File: src/rtl/axi_out_watchdog.sv
// Outbound AXI progress watchdog: zero-latency pass-through, per-direction outstanding
// limiter, and stall timer that trips an isolation request plus interrupt.

package axi_out_watchdog_pkg;

  localparam int unsigned IdWidth   = 4;
  localparam int unsigned AddrWidth = 32;
  localparam int unsigned DataWidth = 64;
  localparam int unsigned UserWidth = 1;

  typedef logic [IdWidth-1:0]     id_t;
  typedef logic [AddrWidth-1:0]   addr_t;
  typedef logic [DataWidth-1:0]   data_t;
  typedef logic [DataWidth/8-1:0] strb_t;
  typedef logic [UserWidth-1:0]   user_t;

  typedef struct packed {
    id_t         id;
    addr_t       addr;
    logic [7:0]  len;
    logic [2:0]  size;
    logic [1:0]  burst;
    logic        lock;
    logic [3:0]  cache;
    logic [2:0]  prot;
    logic [3:0]  qos;
    logic [3:0]  region;
    logic [5:0]  atop;
    user_t       user;
  } axi_out_aw_chan_t;

  typedef struct packed {
    data_t data;
    strb_t strb;
    logic  last;
    user_t user;
  } axi_out_w_chan_t;

  typedef struct packed {
    id_t        id;
    logic [1:0] resp;
    user_t      user;
  } axi_out_b_chan_t;

  typedef struct packed {
    id_t         id;
    addr_t       addr;
    logic [7:0]  len;
    logic [2:0]  size;
    logic [1:0]  burst;
    logic        lock;
    logic [3:0]  cache;
    logic [2:0]  prot;
    logic [3:0]  qos;
    logic [3:0]  region;
    user_t       user;
  } axi_out_ar_chan_t;

  typedef struct packed {
    id_t        id;
    data_t      data;
    logic [1:0] resp;
    logic       last;
    user_t      user;
  } axi_out_r_chan_t;

  typedef struct packed {
    axi_out_aw_chan_t aw;
    logic             aw_valid;
    axi_out_w_chan_t  w;
    logic             w_valid;
    logic             b_ready;
    axi_out_ar_chan_t ar;
    logic             ar_valid;
    logic             r_ready;
  } axi_out_req_t;

  typedef struct packed {
    logic            aw_ready;
    logic            ar_ready;
    logic            w_ready;
    logic            b_valid;
    axi_out_b_chan_t b;
    logic            r_valid;
    axi_out_r_chan_t r;
  } axi_out_resp_t;

endpackage

module axi_out_watchdog #(
  parameter int unsigned MaxOutstanding = 8,
  parameter int unsigned TimerWidth     = 24,
  parameter type         axi_req_t      = axi_out_watchdog_pkg::axi_out_req_t,
  parameter type         axi_resp_t     = axi_out_watchdog_pkg::axi_out_resp_t
) (
  input  logic                                    clk_i,
  input  logic                                    rst_ni,
  input  axi_req_t                                slv_req_i,
  output axi_resp_t                               slv_resp_o,
  output axi_req_t                                mst_req_o,
  input  axi_resp_t                               mst_resp_i,
  input  logic [TimerWidth-1:0]                   timeout_cycles_i,
  input  logic                                    clear_i,
  input  logic                                    isolated_i,
  output logic                                    isolate_req_o,
  output logic                                    timeout_o,
  output logic                                    irq_o,
  output logic [$clog2(MaxOutstanding+1)-1:0]     wr_outstanding_o,
  output logic [$clog2(MaxOutstanding+1)-1:0]     rd_outstanding_o
);

  localparam int unsigned CntWidth = $clog2(MaxOutstanding + 1);
  localparam logic [CntWidth-1:0] MaxCnt = CntWidth'(MaxOutstanding);

  typedef enum logic [1:0] {
    ST_RUN,
    ST_TRIP,
    ST_ISOLATED
  } state_e;

  state_e                state_q, state_d;
  logic [CntWidth-1:0]   wr_cnt_q, wr_cnt_d;
  logic [CntWidth-1:0]   rd_cnt_q, rd_cnt_d;
  logic [TimerWidth-1:0] timer_q, timer_d;
  logic                  isolate_req_q, isolate_req_d;
  logic                  timeout_q, timeout_d;
  logic                  irq_q, irq_d;

  logic wr_full, rd_full, idle, trip;
  logic aw_hs, b_hs, ar_hs, r_hs, r_last_hs;

  // Gating only looks at registered counts so ready never feeds back into valid.
  assign wr_full = (wr_cnt_q == MaxCnt);
  assign rd_full = (rd_cnt_q == MaxCnt);
  assign idle    = (wr_cnt_q == '0) && (rd_cnt_q == '0);

  always_comb begin
    mst_req_o  = slv_req_i;
    slv_resp_o = mst_resp_i;
    if (wr_full) begin
      mst_req_o.aw_valid  = 1'b0;
      slv_resp_o.aw_ready = 1'b0;
    end
    if (rd_full) begin
      mst_req_o.ar_valid  = 1'b0;
      slv_resp_o.ar_ready = 1'b0;
    end
  end

  assign aw_hs     = slv_req_i.aw_valid && !wr_full && mst_resp_i.aw_ready;
  assign ar_hs     = slv_req_i.ar_valid && !rd_full && mst_resp_i.ar_ready;
  assign b_hs      = mst_resp_i.b_valid && slv_req_i.b_ready;
  assign r_hs      = mst_resp_i.r_valid && slv_req_i.r_ready;
  assign r_last_hs = r_hs && mst_resp_i.r.last;

  // A response arriving at zero count is treated as stray and ignored.
  always_comb begin
    wr_cnt_d = wr_cnt_q;
    if (aw_hs && !b_hs) begin
      wr_cnt_d = wr_cnt_q + CntWidth'(1);
    end else if (!aw_hs && b_hs && (wr_cnt_q != '0)) begin
      wr_cnt_d = wr_cnt_q - CntWidth'(1);
    end

    rd_cnt_d = rd_cnt_q;
    if (ar_hs && !r_last_hs) begin
      rd_cnt_d = rd_cnt_q + CntWidth'(1);
    end else if (!ar_hs && r_last_hs && (rd_cnt_q != '0)) begin
      rd_cnt_d = rd_cnt_q - CntWidth'(1);
    end
  end

  always_comb begin
    timer_d = timer_q;
    if (b_hs || r_hs || idle) begin
      timer_d = '0;
    end else if (timer_q != '1) begin
      timer_d = timer_q + TimerWidth'(1);
    end
  end

  assign trip = (timeout_cycles_i != '0) && (timer_q >= timeout_cycles_i);

  always_comb begin
    state_d       = state_q;
    irq_d         = 1'b0;
    timeout_d     = timeout_q;
    isolate_req_d = isolate_req_q;
    unique case (state_q)
      ST_RUN: begin
        if (trip) begin
          state_d       = ST_TRIP;
          irq_d         = 1'b1;
          timeout_d     = 1'b1;
          isolate_req_d = 1'b1;
        end
      end
      ST_TRIP: begin
        if (isolated_i) begin
          state_d = ST_ISOLATED;
        end
      end
      ST_ISOLATED: begin
        // Leaving isolation with transactions still counted would corrupt the limiter.
        if (clear_i && idle) begin
          state_d       = ST_RUN;
          timeout_d     = 1'b0;
          isolate_req_d = 1'b0;
        end
      end
      default: begin
        state_d = ST_RUN;
      end
    endcase
  end

  always_ff @(posedge clk_i or negedge rst_ni) begin
    if (!rst_ni) begin
      state_q       <= ST_RUN;
      wr_cnt_q      <= '0;
      rd_cnt_q      <= '0;
      timer_q       <= '0;
      isolate_req_q <= 1'b0;
      timeout_q     <= 1'b0;
      irq_q         <= 1'b0;
    end else begin
      state_q       <= state_d;
      wr_cnt_q      <= wr_cnt_d;
      rd_cnt_q      <= rd_cnt_d;
      timer_q       <= timer_d;
      isolate_req_q <= isolate_req_d;
      timeout_q     <= timeout_d;
      irq_q         <= irq_d;
    end
  end

  assign isolate_req_o    = isolate_req_q;
  assign timeout_o        = timeout_q;
  assign irq_o            = irq_q;
  assign wr_outstanding_o = wr_cnt_q;
  assign rd_outstanding_o = rd_cnt_q;

endmodule

File: config.mk
export PLATFORM = sky130hd
export DESIGN_NAME = axi_out_watchdog
export DESIGN_NICKNAME = d
export VERILOG_FILES = /design/src/rtl/axi_out_watchdog.sv
export SDC_FILE = /design/constraint.sdc
export NUM_CORES = 1
export LEC_CHECK = 0
export BUFFER_PORTS_ARGS = -buffer_cell sky130_fd_sc_hd__buf_2
export CAP_MARGIN = 25
export CELL_PAD_IN_SITES_DETAIL_PLACEMENT = 1
export CELL_PAD_IN_SITES_GLOBAL_PLACEMENT = 1
export CORE_AREA = 3 3 250 252
export CTS_BUF_LIST = sky130_fd_sc_hd__clkbuf_2
export CTS_CLUSTER_SIZE = 16
export DETAILED_ROUTE_END_ITERATION = 16
export DIE_AREA = 0 0 253 255
export PLACE_DENSITY_LB_ADDON = 0.1
export RECOVER_POWER = 25
export SLEW_MARGIN = 20
export SYNTH_ARGS = -nofsm -noshare
export SYNTH_HDL_FRONTEND = slang
export SYNTH_SLANG_ARGS = --single-unit
File: constraint.sdc
create_clock -name clk_i -period 2.05 [get_ports clk_i]
set_input_delay 0.41 -clock clk_i [delete_from_list [all_inputs] [get_ports clk_i]]
set_output_delay 0.41 -clock clk_i [all_outputs]
set_load 0.005 [all_outputs]
# Word-level counts from Yosys, hierarchy flattened
# Cells that the tools add are included.
[classes] n_addsub=5 magnitude_cmp=1 eq_ne=8 n_mux=19 reduce_logical=36
[op_table] cell="$mux W24" n=2
[op_table] cell="$add A24 B1 Y24 const B" n=1
[op_table] cell="$ge A24 B24 Y1" n=1
[op_table] cell="$ne A24 B24 Y1 const B" n=1
[op_table] cell="$reduce_bool A24 Y1" n=1
[op_table] cell="$logic_and A1 B1 Y1" n=16
[op_table] cell="$mux W4" n=4
[op_table] cell="$add A4 B1 Y4 const B" n=2
[op_table] cell="$eq A4 B4 Y1 const B" n=2
[op_table] cell="$logic_not A4 Y1" n=2
[op_table] cell="$mux W1" n=8
[op_table] cell="$reduce_bool A2 Y1" n=4
[op_table] cell="$reduce_bool A4 Y1" n=2
[op_table] cell="$sub A4 B1 Y4 const B" n=2
[op_table] cell="$logic_not A1 Y1" n=6
[op_table] cell="$mux W2" n=3
[op_table] cell="$ne A2 B2 Y1 const B" n=3
[op_table] cell="$pmux W2 S3" n=1
[op_table] cell="$reduce_and A3 Y1" n=2
[op_table] cell="$eq A2 B1 Y1 const B" n=1
[op_table] cell="$eq A2 B2 Y1 const B" n=1
[op_table] cell="$logic_not A2 Y1" n=1
[op_table] cell="$logic_or A1 B1 Y1" n=2
[op_table] cell="$pmux W1 S2" n=1
[totals] regBits=36 input_bits=329

# Logic depth before layout (Yosys ltp)
# Gate-level depths: netlist of the first run.
[depth] depth_word=9 ltp_mapped=9 mapped_depth_nobuf=9

# Worst setup path after synthesis of the first run
# Ideal clock, no wire load.
[synth_path] path_type="register -> register" start="register wr_cnt_q[1], in the netlist wr_outstanding_o[1]" end="register wr_cnt_q[3], in the netlist wr_outstanding_o[3]" t_arrival_ps=2063 t_required_ps=1923 setup_slack_ps=-140 stages_incl_launch_ff=10 n_path_buf=0 path_cell_list="dfrtp_1 -> nor3_1 -> nand2_1 -> nand2_1 -> ha_1 -> a21o_1 -> a21oi_1 -> mux2_2 -> o22ai_1 -> a21oi_1"
[synth_between] elab_chain_cells=8
[synth_rtl] element="from (decl)" line_no="122" source="logic [CntWidth-1:0] wr_cnt_q, wr_cnt_d;"
[synth_rtl] element="from (signal assigned)" line_no="228" source="wr_cnt_q <= wr_cnt_d;"
[synth_rtl] element="$eq A4 B4 Y1" line_no="133" source="assign wr_full = (wr_cnt_q == MaxCnt);"
[synth_rtl] element="$logic_not A1 Y1" line_no="150" source="assign aw_hs = slv_req_i.aw_valid && !wr_full && mst_resp_i.aw_ready;"
[synth_rtl] element="$logic_and A1 B1 Y1 (2 in series)" line_no="150"
[synth_rtl] element="$logic_not A1 Y1" line_no="161" source="end else if (!aw_hs && b_hs && (wr_cnt_q != '0)) begin"
[synth_rtl] element="$logic_and A1 B1 Y1 (2 in series)" line_no="161"
[synth_rtl] element="$reduce_bool A2 Y1 (no line)"
# Several ways; a longest one is shown, not always the timed one. The select of a mux whose other input is x is not followed.
# A chain may end at the register's enable or synchronous reset.

==> results of run 1 <==
==> worst reg2reg max path, cell delays in order (launching register included) <==
cell and delay, ns:
dfrtp_1 0.46, buf_6 0.13, ha_4 0.22, a21oi_4 0.12
o21ai_2 0.08, a221o_1 0.36, a211oi_4 0.31, buf_6 0.17
buf_6 0.09, a31oi_4 0.06
==> power groups by stage <==
| stage | clock (mW) | combinational [mW] | sequential [mW] |
|---|---|---|---|
| floorplan | 0 | 0.942 | 0.959 |
| global placement | 0 | 1.17 | 0.906 |
| detailed placement | 0 | 1.19 | 0.906 |
| CTS | 0.621 | 1.28 | 0.921 |
| global route | 0.661 | 1.46 | 0.934 |
| finish | 0.559 | 1.27 | 0.919 |
==> synthesized netlist by cell type, types with 8 or more instances <==
master / instances / area share [%]
nand3_1: 17 / 1.7
buf_4: 298 / 44
nand2_1: 25 / 1.9
inv_1: 27 / 2.0
a21oi_1: 26 / 2.6
nand4_1: 12 / 1.5
a211oi_1: 8 / 1.2
o21ai_0: 9 / 0.89
nor4_1: 8 / 0.99
xor2_1: 8 / 1.4
dfrtp_1: 36 / 18
xnor2_1: 14 / 2.4
ha_1: 29 / 7.2
nor2_1: 24 / 1.8
==> flip-flops by register name, indices dropped and copies added, names as in the netlist <==
name / count
timer_q: 24
rd_outstanding_o: 4
wr_outstanding_o: 4
state_q: 2
irq_o: 1
timeout_o: 1
==> worst max path at each step <==
| stage | start | slack (ns) | depth (start not counted) | endpoint |
|---|---|---|---|---|
| 4_1_cts | wr_outstanding_o[0] | -0.15 | 5 | slv_resp_o[83] |
| 3_5_place_dp | timeout_cycles_i[9] | -0.46 | 9 | state_q[0] |
| 6_report | wr_outstanding_o[0] | -0.04 | 5 | slv_resp_o[83] |
| 2_1_floorplan | wr_outstanding_o[0] | -0.003 | 9 | wr_outstanding_o[3] |
| 5_1_grt | wr_outstanding_o[0] | -0.23 | 5 | slv_resp_o[83] |
| 3_3_place_gp | timeout_cycles_i[9] | -0.44 | 9 | timeout_o |
==> area by class of cell <==
cell class                      instances  area, um2
Fill cell                            7180      55200
Multi-Input combinational cell        244       1960
Timing Repair Buffer                  152       1100
Tap cell                              782        978
Sequential cell                        36        908
Inverter                               27        101
Clock inverter                          2       35.0
Clock buffer                            6       30.0
Antenna cell                            1       2.50
==> metal layers <==
layer  share of wire (%)  up-vias
met2                  43      241
li1                    -     1437
met5                0.63        -
met1                  37     1482
met4                 5.3        4
met3                  13       90
==> cell families after synthesis <==
group / after synthesis
buf+inv: 334
simple gates: 122
compound gates: 64
flops: 36
fa+ha+maj: 31
xor+xnor: 22
mux: 5
==> what timing repair did <==
| action | CTS | global route |
|---|---|---|
| pin swaps | 15 | 19 |
| endpoints found under the setup margin | 10 | 14 |
| setup buffers | 8 | 9 |
| gates resized for setup | 31 | 25 |
| hold buffers | 1 | 0 |
| hold endpoints to repair | 8 | 0 |
==> cells in the final DEF, fill, tap and decap left out, types with 7 or more instances in the layout <==
cell type	count
xnor2_1	13
nor4_1	7
clkbuf_2	7
buf_2	51
nor2_1	23
a21oi_1	21
buf_4	83
buf_6	11
ha_1	25
nand4_1	12
nand3_1	16
nand2_1	21
dfrtp_1	30
o21ai_0	7
xor2_1	8
inv_1	27
==> metrics.yaml, run 1 <==
power:
  swShare_pct: 37.9
  ir_drop_mv: 0.253
  p_int_mw: 1.71
  power_density_nw_per_um2: 538
  combPwrFrac_pct: 46.3
  switchingPower_mw: 1.04
  clkPwrFrac_pct: 20.3
  report.power.total_mw: 2.75
  leakagePower_nw: 2.10
  seqPwrFrac_pct: 33.4
critical_path:
  r2r_slack_ns: 0.01
  worst-path-buf-inv: 2
  arrival_ns: 1.68
  crit_type: "flip-flop to output port"
  rr_endpoint: "state_q[0]"
  reg2reg_depth: 9
  r2r_start: "timer_q[11]"
  critical-path-top-delay-family: "flip-flops"
  crit_chain: "nor3_4 > nand2_2 > buf_6 > and2_4 > buf_6"
  path_max_fanout: 3
  worst_path_largest_cell_delay_ns: 0.50
  cp_common_cell: "buf_6"
  endpoint_kind: "output port"
  cp_slowest_cell: "dfrtp_2"
  crit_required_ns: 1.64
  cp-start-kind: "flip-flop"
synthesis:
  yosysWarnings: 0
  synth_edf_count: 0
  netlist_area_um2: 5030
  yosysSeqAreaShare_pct: 17.9
  ys_async_sr_fraction_pct: 100
  syn_area_per_cell_um2: 8.20
  syn_nets: 974
  synth-adder-area-share_pct: 8.00
  synthXorXnorAreaFrac_pct: 3.83
  synth_cell_types: 49
  synthCells: 614
  synthMuxAreaShare_pct: 1.12
  synth_compound_area_share_pct: 7.90
  synth_top_family_by_area: "buffers and inverters"
  ys.flop_type: "dfrtp_1"
  synth-simple-area-share_pct: 13.6
  ys_seq_elements: 36
placement:
  port-buffer-count: 56
  dpl_cell_area_um2: 4630
  pre_cts_ws_ns: -0.458
  place_inst: 1223
  hpwlAfterDp_mm: 15.0
  gp_congestion: 0.640
sta:
  worst_pin_slew_ns: 0.778
  rsz0062_at_grt: "true"
  min_period_over_period_pct: 102
  min_period_ns: 2.09
  timing.slew.headroom_pct: 48.1
  setup_viol: 2
  finalMaxSlewViolations: 0
  clock_skew_ns: 0.0573
  post-route-worst-setup-slack_ns: -0.0367
  final.setup.tns_ns: -0.0716
  hold_ws_ns: 0.136
  finalHoldViolations: 0
  max_freq_mhz: 479
outcome:
  violations: "setup timing"
  status: "finished with violations"
clock_network:
  cts_root_buffer: "clkbuf_2"
  clockBufferDepth: 2
  cts_tree: "yes"
  cts_sinks: 36
  insertion_delay_ns: 0.51
  cts.clk_slew.worst_paths_ns: 0.30
  cts_buffers: 5
  h-tree-depth: 2
grt:
  grt_overflow: 0
  grt_max_degree: 25
  grt_pass1_vias: 3677
  antenna_found_initial: 1
  grt.total_usage_pct: 5.52
  grt_pass1_wl_mm: 25.5
  top_usage_layer: "met2"
  use_met3_pct: 3.55
  grt.met2_usage_pct: 8.25
  grtUsageMet1_pct: 5.74
min_path:
  whs_endpoint: "state_q[1]"
  hold_path_depth: 3
  hold_path_class: "input pin to flip-flop"
  hold_start: "isolated_i"
route:
  avgRoutedWirePerCell_um: 14.6
  drcViolationCount: 0
  wl_mm: 18.3
  dr.pass1.iters: 3
  ant_nets: 0
  dr.first_iter.drc_count: 65
  vias_per_cell: 2.60
  via_count: 3254
cells_and_area:
  drive_above_1_share_pct: 44.5
  fin_util_pct: 8.48
  areaGrowthSynthToFinish_pct: 1.67
  stdcell_count: 1250
  design_area_um2: 5120
  nets: 826
floorplan:
  die-area_um2: 64500
  io_pins: 641
  coreArea_um2: 60400
  rows: 90
  die_w_um: 253
  initial_core_util_pct: 8.34
  die_h_um: 255
flow_run:
  drv_cap: 0
(Power assumes the default switching activity.)
==> run 2: changes to the inputs <==
- CTS_BUF_LIST: sky130_fd_sc_hd__clkbuf_2 -> sky130_fd_sc_hd__clkbuf_4 sky130_fd_sc_hd__clkbuf_8 sky130_fd_sc_hd__clkbuf_16
==> run 2 against run 1 <==
  * The flow now finishes without violations
  * Via count is 0.55% lower
  * Flip-flop and latch count stayed put
  * First-iteration DRC count is 25% lower
  * Setup slack better by 0.063 ns
  * Worst hold slack better by 0.24 ns
  * Count of clock-buffer cells in the layout stayed put
  * Utilization is 0.12 points lower
  * Total power is 16% higher
  * Non-clock buffer count is 9 lower
  * Clock skew is 0.052 ns lower
  * Maximum frequency is 3.1% higher
==> metrics.yaml, run 2 (same netlist as run 1, synthesis figures left out) <==
clock_network:
  insertion_delay_ns: 0.30  # was 0.51 ns
  cts_tree: "yes"  # unchanged
  clockBufferDepth: 2  # unchanged
  cts_buffers: 5  # unchanged
  cts_root_buffer: "clkbuf_16"  # was clkbuf_2
  cts.clk_slew.worst_paths_ns: 0.07  # was 0.30 ns
  h-tree-depth: 2  # unchanged
  cts_sinks: 36  # unchanged
power:
  switchingPower_mw: 1.10  # was 1.04 mW
  power_density_nw_per_um2: 631  # was 538 nW/um2
  p_int_mw: 2.09  # was 1.71 mW
  ir_drop_mv: 0.258  # was 0.253 mV
  clkPwrFrac_pct: 30.7  # was 20.3%
  leakagePower_nw: 2.07  # was 2.10 nW
  combPwrFrac_pct: 40.5  # was 46.3%
  report.power.total_mw: 3.18  # was 2.75 mW
  seqPwrFrac_pct: 28.8  # was 33.4%
  swShare_pct: 34.4  # was 37.9%
critical_path:
  path_max_fanout: 2  # was 3
  reg2reg_depth: 10  # was 9
  crit_required_ns: 2.23  # was 1.64 ns
  crit_chain: "nor3_4 > nand2_1 > nand2_1 > ha_1 > a21o_1 > a21oi_2 > buf_4 > nand3_4 > o22ai_2 > a21oi_1"  # was nor3_4 > nand2_2 > buf_6 > and2_4 > buf_6
  worst_path_largest_cell_delay_ns: 0.41  # was 0.50 ns
  endpoint_kind: "flip-flop"  # was output port
  arrival_ns: 2.21  # was 1.68 ns
  cp_slowest_cell: "dfrtp_1"  # was dfrtp_2
  cp-start-kind: "flip-flop"  # unchanged
  crit_type: "flip-flop to flip-flop"  # was flip-flop to output port
  r2r_start: "wr_outstanding_o[1]"  # was timer_q[11]
  cp_common_cell: "nand2_1"  # was buf_6
  critPathLaunch: "wr_outstanding_o[1]"  # was wr_outstanding_o[0]
sta:
  min_period_ns: 2.02  # was 2.09 ns
  worst_pin_slew_ns: 0.498  # was 0.778 ns
  setup_viol: 0  # was 2
  hold_ws_ns: 0.379  # was 0.136 ns
  post-route-worst-setup-slack_ns: 0.0258  # was -0.0367 ns
  rsz0062_at_grt: "true"  # unchanged
  timing.slew.headroom_pct: 66.4  # was 48.1%
  final.setup.tns_ns: 0  # was -0.0716 ns
  finalMaxSlewViolations: 0  # unchanged
  finalHoldViolations: 0  # unchanged
  clock_skew_ns: 0.00523  # was 0.0573 ns
  max_freq_mhz: 494  # was 479 MHz
  min_period_over_period_pct: 98.7  # was 102%
min_path:
  hold_path_class: "input pin to flip-flop"  # unchanged
  hold_path_depth: 3  # unchanged
  hold_start: "isolated_i"  # unchanged
cells_and_area:
  multi_input_area_um2: 1910  # was 1960 um2
  design_area_um2: 5040  # was 5120 um2
  antenna_cells: 0  # was 1
  final_common_cell: "buf_4"  # unchanged
  areaGrowthSynthToFinish_pct: 0.174  # was 1.67%
  drive_above_1_share_pct: 41.7  # was 44.5%
  fillers: 7189  # was 7,180
  nets: 817  # was 826
  mostFrequentLayoutCells: "buf_4, buf_2, dfrtp_1"  # unchanged
  stdcell_count: 1240  # was 1,250
  largest_register_ffs: 24  # unchanged
  fin_util_pct: 8.35  # was 8.48%
  top_register: "timer_q"  # unchanged
  seq_area_um2: 908  # unchanged
placement:
  gp_congestion: 0.640  # unchanged
  dpl_cell_area_um2: 4630  # unchanged
  hpwlAfterDp_mm: 15.0  # unchanged
  port-buffer-count: 56  # unchanged
  place_inst: 1223  # unchanged
  pre_cts_ws_ns: -0.458  # unchanged
route:
  dr.pass1.iters: 4  # was 3
  avgRoutedWirePerCell_um: 14.6  # about the same
  ant_nets: 0  # unchanged
  via_count: 3236  # was 3,254
  drcViolationCount: 0  # unchanged
  vias_per_cell: 2.61  # was 2.60
  dr.first_iter.drc_count: 49  # was 65
  wl_mm: 18.1  # was 18.3 mm
floorplan:
  die-area_um2: 64500  # unchanged
  coreArea_um2: 60400  # unchanged
  die_w_um: 253  # unchanged
  io_pins: 641  # unchanged
  die_h_um: 255  # unchanged
  rows: 90  # unchanged
  initial_core_util_pct: 8.34  # unchanged
flow_run:
  drv_cap: 0  # unchanged
grt:
  grt_pass1_wl_mm: 25.2  # was 25.5 mm
  grt.total_usage_pct: 5.47  # was 5.52%
  grt_pass1_vias: 3602  # was 3,677
  antenna_found_initial: 0  # was 1
  grt_overflow: 0  # unchanged
  grt_max_degree: 25  # unchanged
outcome:
  status: "finished, final reports clean"  # was finished with violations
## run 2: what timing repair did
action	in CTS	in global routing
setup buffers	2	6
hold buffers	0	1
hold endpoints to repair	0	4
pin swaps	6	17
resized for setup	12	23
endpoints found under the setup margin	5	11
## run 2: worst max-delay path, delay by kind of cell (launching register included)
kind                     cells  cell delay [ns]
AO/OA/AOI/OAI                4             0.60
AND/OR/NAND/NOR              4             0.49
flip-flops                   1             0.41
adder cells (fa/ha/maj)      1             0.23
buffers and inverters        1             0.16
## run 2: power groups by stage
stage | Clock (mW) | Sequential (mW) | Combinational, mW
floorplan | 0 | 0.959 | 0.942
global route | 1.08 | 0.932 | 1.47
finish | 0.976 | 0.917 | 1.29
detailed placement | 0 | 0.906 | 1.19
global placement | 0 | 0.906 | 1.17
CTS | 1.04 | 0.917 | 1.25
## run 2: path summary, 6_finish.rpt
path / endpoint / slack (ns)
hold reg to reg: irq_o / 0.52
setup reg to reg: wr_outstanding_o[3] / 0.03
setup / recovery: wr_outstanding_o[3] / 0.03
max in group asynchronous: timer_q[13] / 0.95
min in group asynchronous: rd_outstanding_o[3] / 0.53
hold / removal: state_q[1] / 0.38
## run 2: cell type report
class | instances | share of cell area [%]
multi-input combinational | 244 | 37.8
sequential | 36 | 18.0
clock inverter | 2 | 0.695
inverter | 27 | 2.01
tap | 782 | 19.4
timing repair buffer | 143 | 19.5
clock buffer | 6 | 2.63
## run 2: routing by layer
| layer | up-vias | wire length, um | track usage (%) |
|---|---|---|---|
| li1 | 1421 | - | - |
| met1 | 1477 | 6710 | 5.70 |
| met2 | 244 | 7830 | 8.12 |
| met3 | 90 | 2430 | 3.53 |
| met4 | 4 | 975 | 3.36 |
| met5 | - | 115 | 1.25 |
==> run 3: changes to the inputs <==
- ABC_AREA: default -> 1
- CORE_AREA: 3 3 250 252 -> 3 3 245 247
- DIE_AREA: 0 0 253 255 -> 0 0 248 250
==> run 3 against run 2 <==
  * Final area shrank 4.1%
  * Combinational power about the same
  * Flip-flop and latch count unchanged
  * Critical path depth increased by 3
  * Maximum frequency is 3.1% higher
  * Clock power barely moved
  * Via count increased by 3.9%
  * Register-to-register slack improved by 0.06 ns
  * Sequential power down 3.4%
  * Critical path type unchanged
  * Global-route usage up 0.35 points
  * Cell count is 1.9% higher
==> metrics.yaml, run 3 <==
outcome:
  status: "finished, final reports clean"  # unchanged
clock_network:
  cts_hold_buf: 0  # unchanged
  cts_sinks: 36  # unchanged
  cts_buffers: 5  # unchanged
  cts_tree: "yes"  # unchanged
  insertion_delay_ns: 0.30  # about the same
  cts.clk_slew.worst_paths_ns: 0.07  # about the same
  cts_root_buffer: "clkbuf_16"  # unchanged
  clockBufferDepth: 2  # unchanged
  h-tree-depth: 2  # unchanged
synthesis:
  synth_compound_area_share_pct: 5.65  # was 7.90%
  synth_most_common_cell: "buf_4"  # unchanged
  synth_area_leaders: "buf_4, dfrtp_1, ha_1, nand2_1, inv_1"  # was buf_4, dfrtp_1, ha_1, a21oi_1, xnor2_1
  synth_common_cells: "buf_4, nand2_1, inv_1, nor2_1, dfrtp_1"  # was buf_4, dfrtp_1, ha_1, inv_1, a21oi_1
  ys_async_sr_fraction_pct: 100  # unchanged
  synth-adder-area-share_pct: 7.84  # was 8.00%
  synthMuxAreaShare_pct: 0.438  # was 1.12%
  syn_area_per_cell_um2: 7.54  # was 8.20 um2
  synth_top_area_share_pct: 43.5  # was 44.4%
  synthCells: 682  # was 614
  synth_edf_count: 0  # unchanged
  yosys.area.top_type: "buf_4"  # unchanged
  synth_cell_types: 36  # was 49
  yosysWarnings: 0  # unchanged
  netlist_area_um2: 5140  # was 5030 um2
  synth-simple-area-share_pct: 17.9  # was 13.6%
  ys.flop_type: "dfrtp_1"  # unchanged
  ys_seq_elements: 36  # unchanged
  synth_top_family_by_area: "buffers and inverters"  # unchanged
  yosysSeqAreaShare_pct: 17.5  # was 17.9%
  synthXorXnorAreaFrac_pct: 1.70  # was 3.83%
  syn_nets: 1042  # was 974
sta:
  timing.slew.headroom_pct: 25.2  # was 66.4%
  clock_skew_ns: 0.00684  # was 0.00523 ns
  min_period_over_period_pct: 95.8  # was 98.7%
  post-route-worst-setup-slack_ns: 0.0861  # was 0.0258 ns
  finalMaxSlewViolations: 0  # unchanged
  rsz0062_at_grt: "true"  # unchanged
  worst_pin_slew_ns: 1.12  # was 0.498 ns
  setup_viol: 0  # unchanged
  finalHoldViolations: 0  # unchanged
  min_period_ns: 1.96  # was 2.02 ns
  max_freq_mhz: 509  # was 494 MHz
  final.setup.tns_ns: 0  # unchanged
power:
  ir_drop_mv: 0.235  # was 0.258 mV
  report.power.total_mw: 3.17  # was 3.18 mW
  power_density_nw_per_um2: 655  # was 631 nW/um2
  leakagePower_nw: 2.26  # was 2.07 nW
cells_and_area:
  antenna_cells: 0  # unchanged
  largest_register_ffs: 24  # unchanged
  fillers: 6930  # was 7,189
  multi_input_area_um2: 1850  # was 1910 um2
  top_register: "timer_q"  # unchanged
  mostFrequentLayoutCells: "nand2_1, inv_1, buf_2"  # was buf_4, buf_2, dfrtp_1
  drive_above_1_share_pct: 35.3  # was 41.7%
  areaGrowthSynthToFinish_pct: -5.96  # was 0.174%
  seq_area_um2: 906  # was 908 um2
  final_common_cell: "nand2_1"  # was buf_4
  nets: 858  # was 817
floorplan:
  initial_core_util_pct: 8.89  # was 8.34%
  io_pins: 641  # unchanged
  coreArea_um2: 57800  # was 60,400 um2
  rows: 88  # was 90
  die_w_um: 248  # was 253 um
  die-area_um2: 62000  # was 64,500 um2
  die_h_um: 250  # was 255 um
route:
  ant_nets: 0  # unchanged
  drcViolationCount: 0  # unchanged
  via_count: 3362  # was 3,236
  avgRoutedWirePerCell_um: 14.4  # was 14.6 um
  wl_mm: 18.3  # was 18.1 mm
  dr.first_iter.drc_count: 95  # was 49
  dr.pass1.iters: 4  # unchanged
  vias_per_cell: 2.66  # was 2.61
placement:
  port-buffer-count: 56  # unchanged
  hpwlAfterDp_mm: 15.5  # was 15.0 mm
  gp_congestion: 0.667  # was 0.640
  pre_cts_ws_ns: -0.122  # was -0.458 ns
grt:
  grt_pass1_wl_mm: 26.2  # was 25.2 mm
  grt_pass1_vias: 3918  # was 3,602
  grt_max_degree: 23  # was 25
  antenna_found_initial: 0  # unchanged
  grt_overflow: 0  # unchanged
  grt.total_usage_pct: 5.82  # was 5.47%
critical_path:
  endpoint_kind: "flip-flop"  # unchanged
  path_max_fanout: 4  # was 2
  crit_type: "flip-flop to flip-flop"  # unchanged
  arrival_ns: 2.16  # was 2.21 ns
  crit_required_ns: 2.24  # was 2.23 ns
  cp-start-kind: "flip-flop"  # unchanged
  r2r_start: "rd_outstanding_o[0]"  # was wr_outstanding_o[1]
  critPathLaunch: "rd_outstanding_o[0]"  # was wr_outstanding_o[1]
flow_run:
  drv_cap: 0  # unchanged
min_path:
  hold_path_class: "input pin to asynchronous set/reset pin"  # was input pin to flip-flop
run 3: changes by cell type after synthesis, moves of 6 or more:
cell / delta
nor2_1: +15
nand2_1: +47
xnor2_1: -14
a21oi_1: -11
a211oi_1: -6
inv_1: +42
nor4_1: -6
run 3: stage by stage:
step,hold slack [ns],area [um2],utilization (%),instances
floorplan,0.114,5140,-,682
global placement,0.429,4480,7.74,1248
detailed placement,0.428,4480,7.74,1248
CTS,0.0839,4730,8.19,1260
global route,0.335,4830,8.36,1264
finish,0.301,4830,8.36,1264
run 3: path summary, 6_finish.rpt:
check | to | slack (ns) | depth (start not counted)
max | rd_outstanding_o[3] | 0.09 | 13
min | timer_q[11] | 0.30 | 1
max reg2reg | rd_outstanding_o[3] | 0.09 | 13
min reg2reg | state_q[0] | 0.53 | 1
max in group asynchronous | timer_q[18] | 0.38 | 2
min in group clk_i | state_q[0] | 0.33 | 2
run 3: repair_timing:
item / 4_1_cts / 5_1_grt
resized for setup: 13 / 25
setup buffers: 4 / 4
pin swaps: 8 / 10
setup endpoints to repair: 2 / 16
run 3: critical path, cell delays in order (launching register included):
cell	delay (ns)
dfrtp_1	0.39
nor2_2	0.17
nand3_2	0.09
inv_2	0.07
nor2_2	0.04
nand2_2	0.09
nor2_4	0.05
inv_2	0.09
ha_4	0.20
a21o_1	0.18
a21oi_2	0.13
or2_2	0.13
nand3_2	0.06
xor2_1	0.16
run 3: power breakdown:
| group | switching, mW | internal, mW |
|---|---|---|
| sequential | 0.0737 | 0.812 |
| clock | 0.369 | 0.643 |
| combinational | 0.635 | 0.634 |
run 3: layout make-up:
type	count	share of cell area, %
clock inverters	1	0.621
clock buffers	7	3.16
inverters	71	5.56
repair buffers	108	13.8
well taps	765	19.8
flip-flops and latches	36	18.7
multi-input cells	276	38.3
run 3: cells by family after synthesis:
group | count (synthesis)
adder cells (fa/ha/maj) | 31
AO/OA/AOI/OAI | 50
flip-flops | 36
AND/OR/NAND/NOR | 183
XOR/XNOR | 10
buffers and inverters | 370
multiplexers | 2
run 3: layer usage:
layer	vias to the layer above	track usage, %	routed length, um
met4	2	4.94	1360
met1	1541	5.76	6690
met5	-	0.636	35
met2	208	8.88	8100
li1	1489	-	-
met3	122	3.06	2070
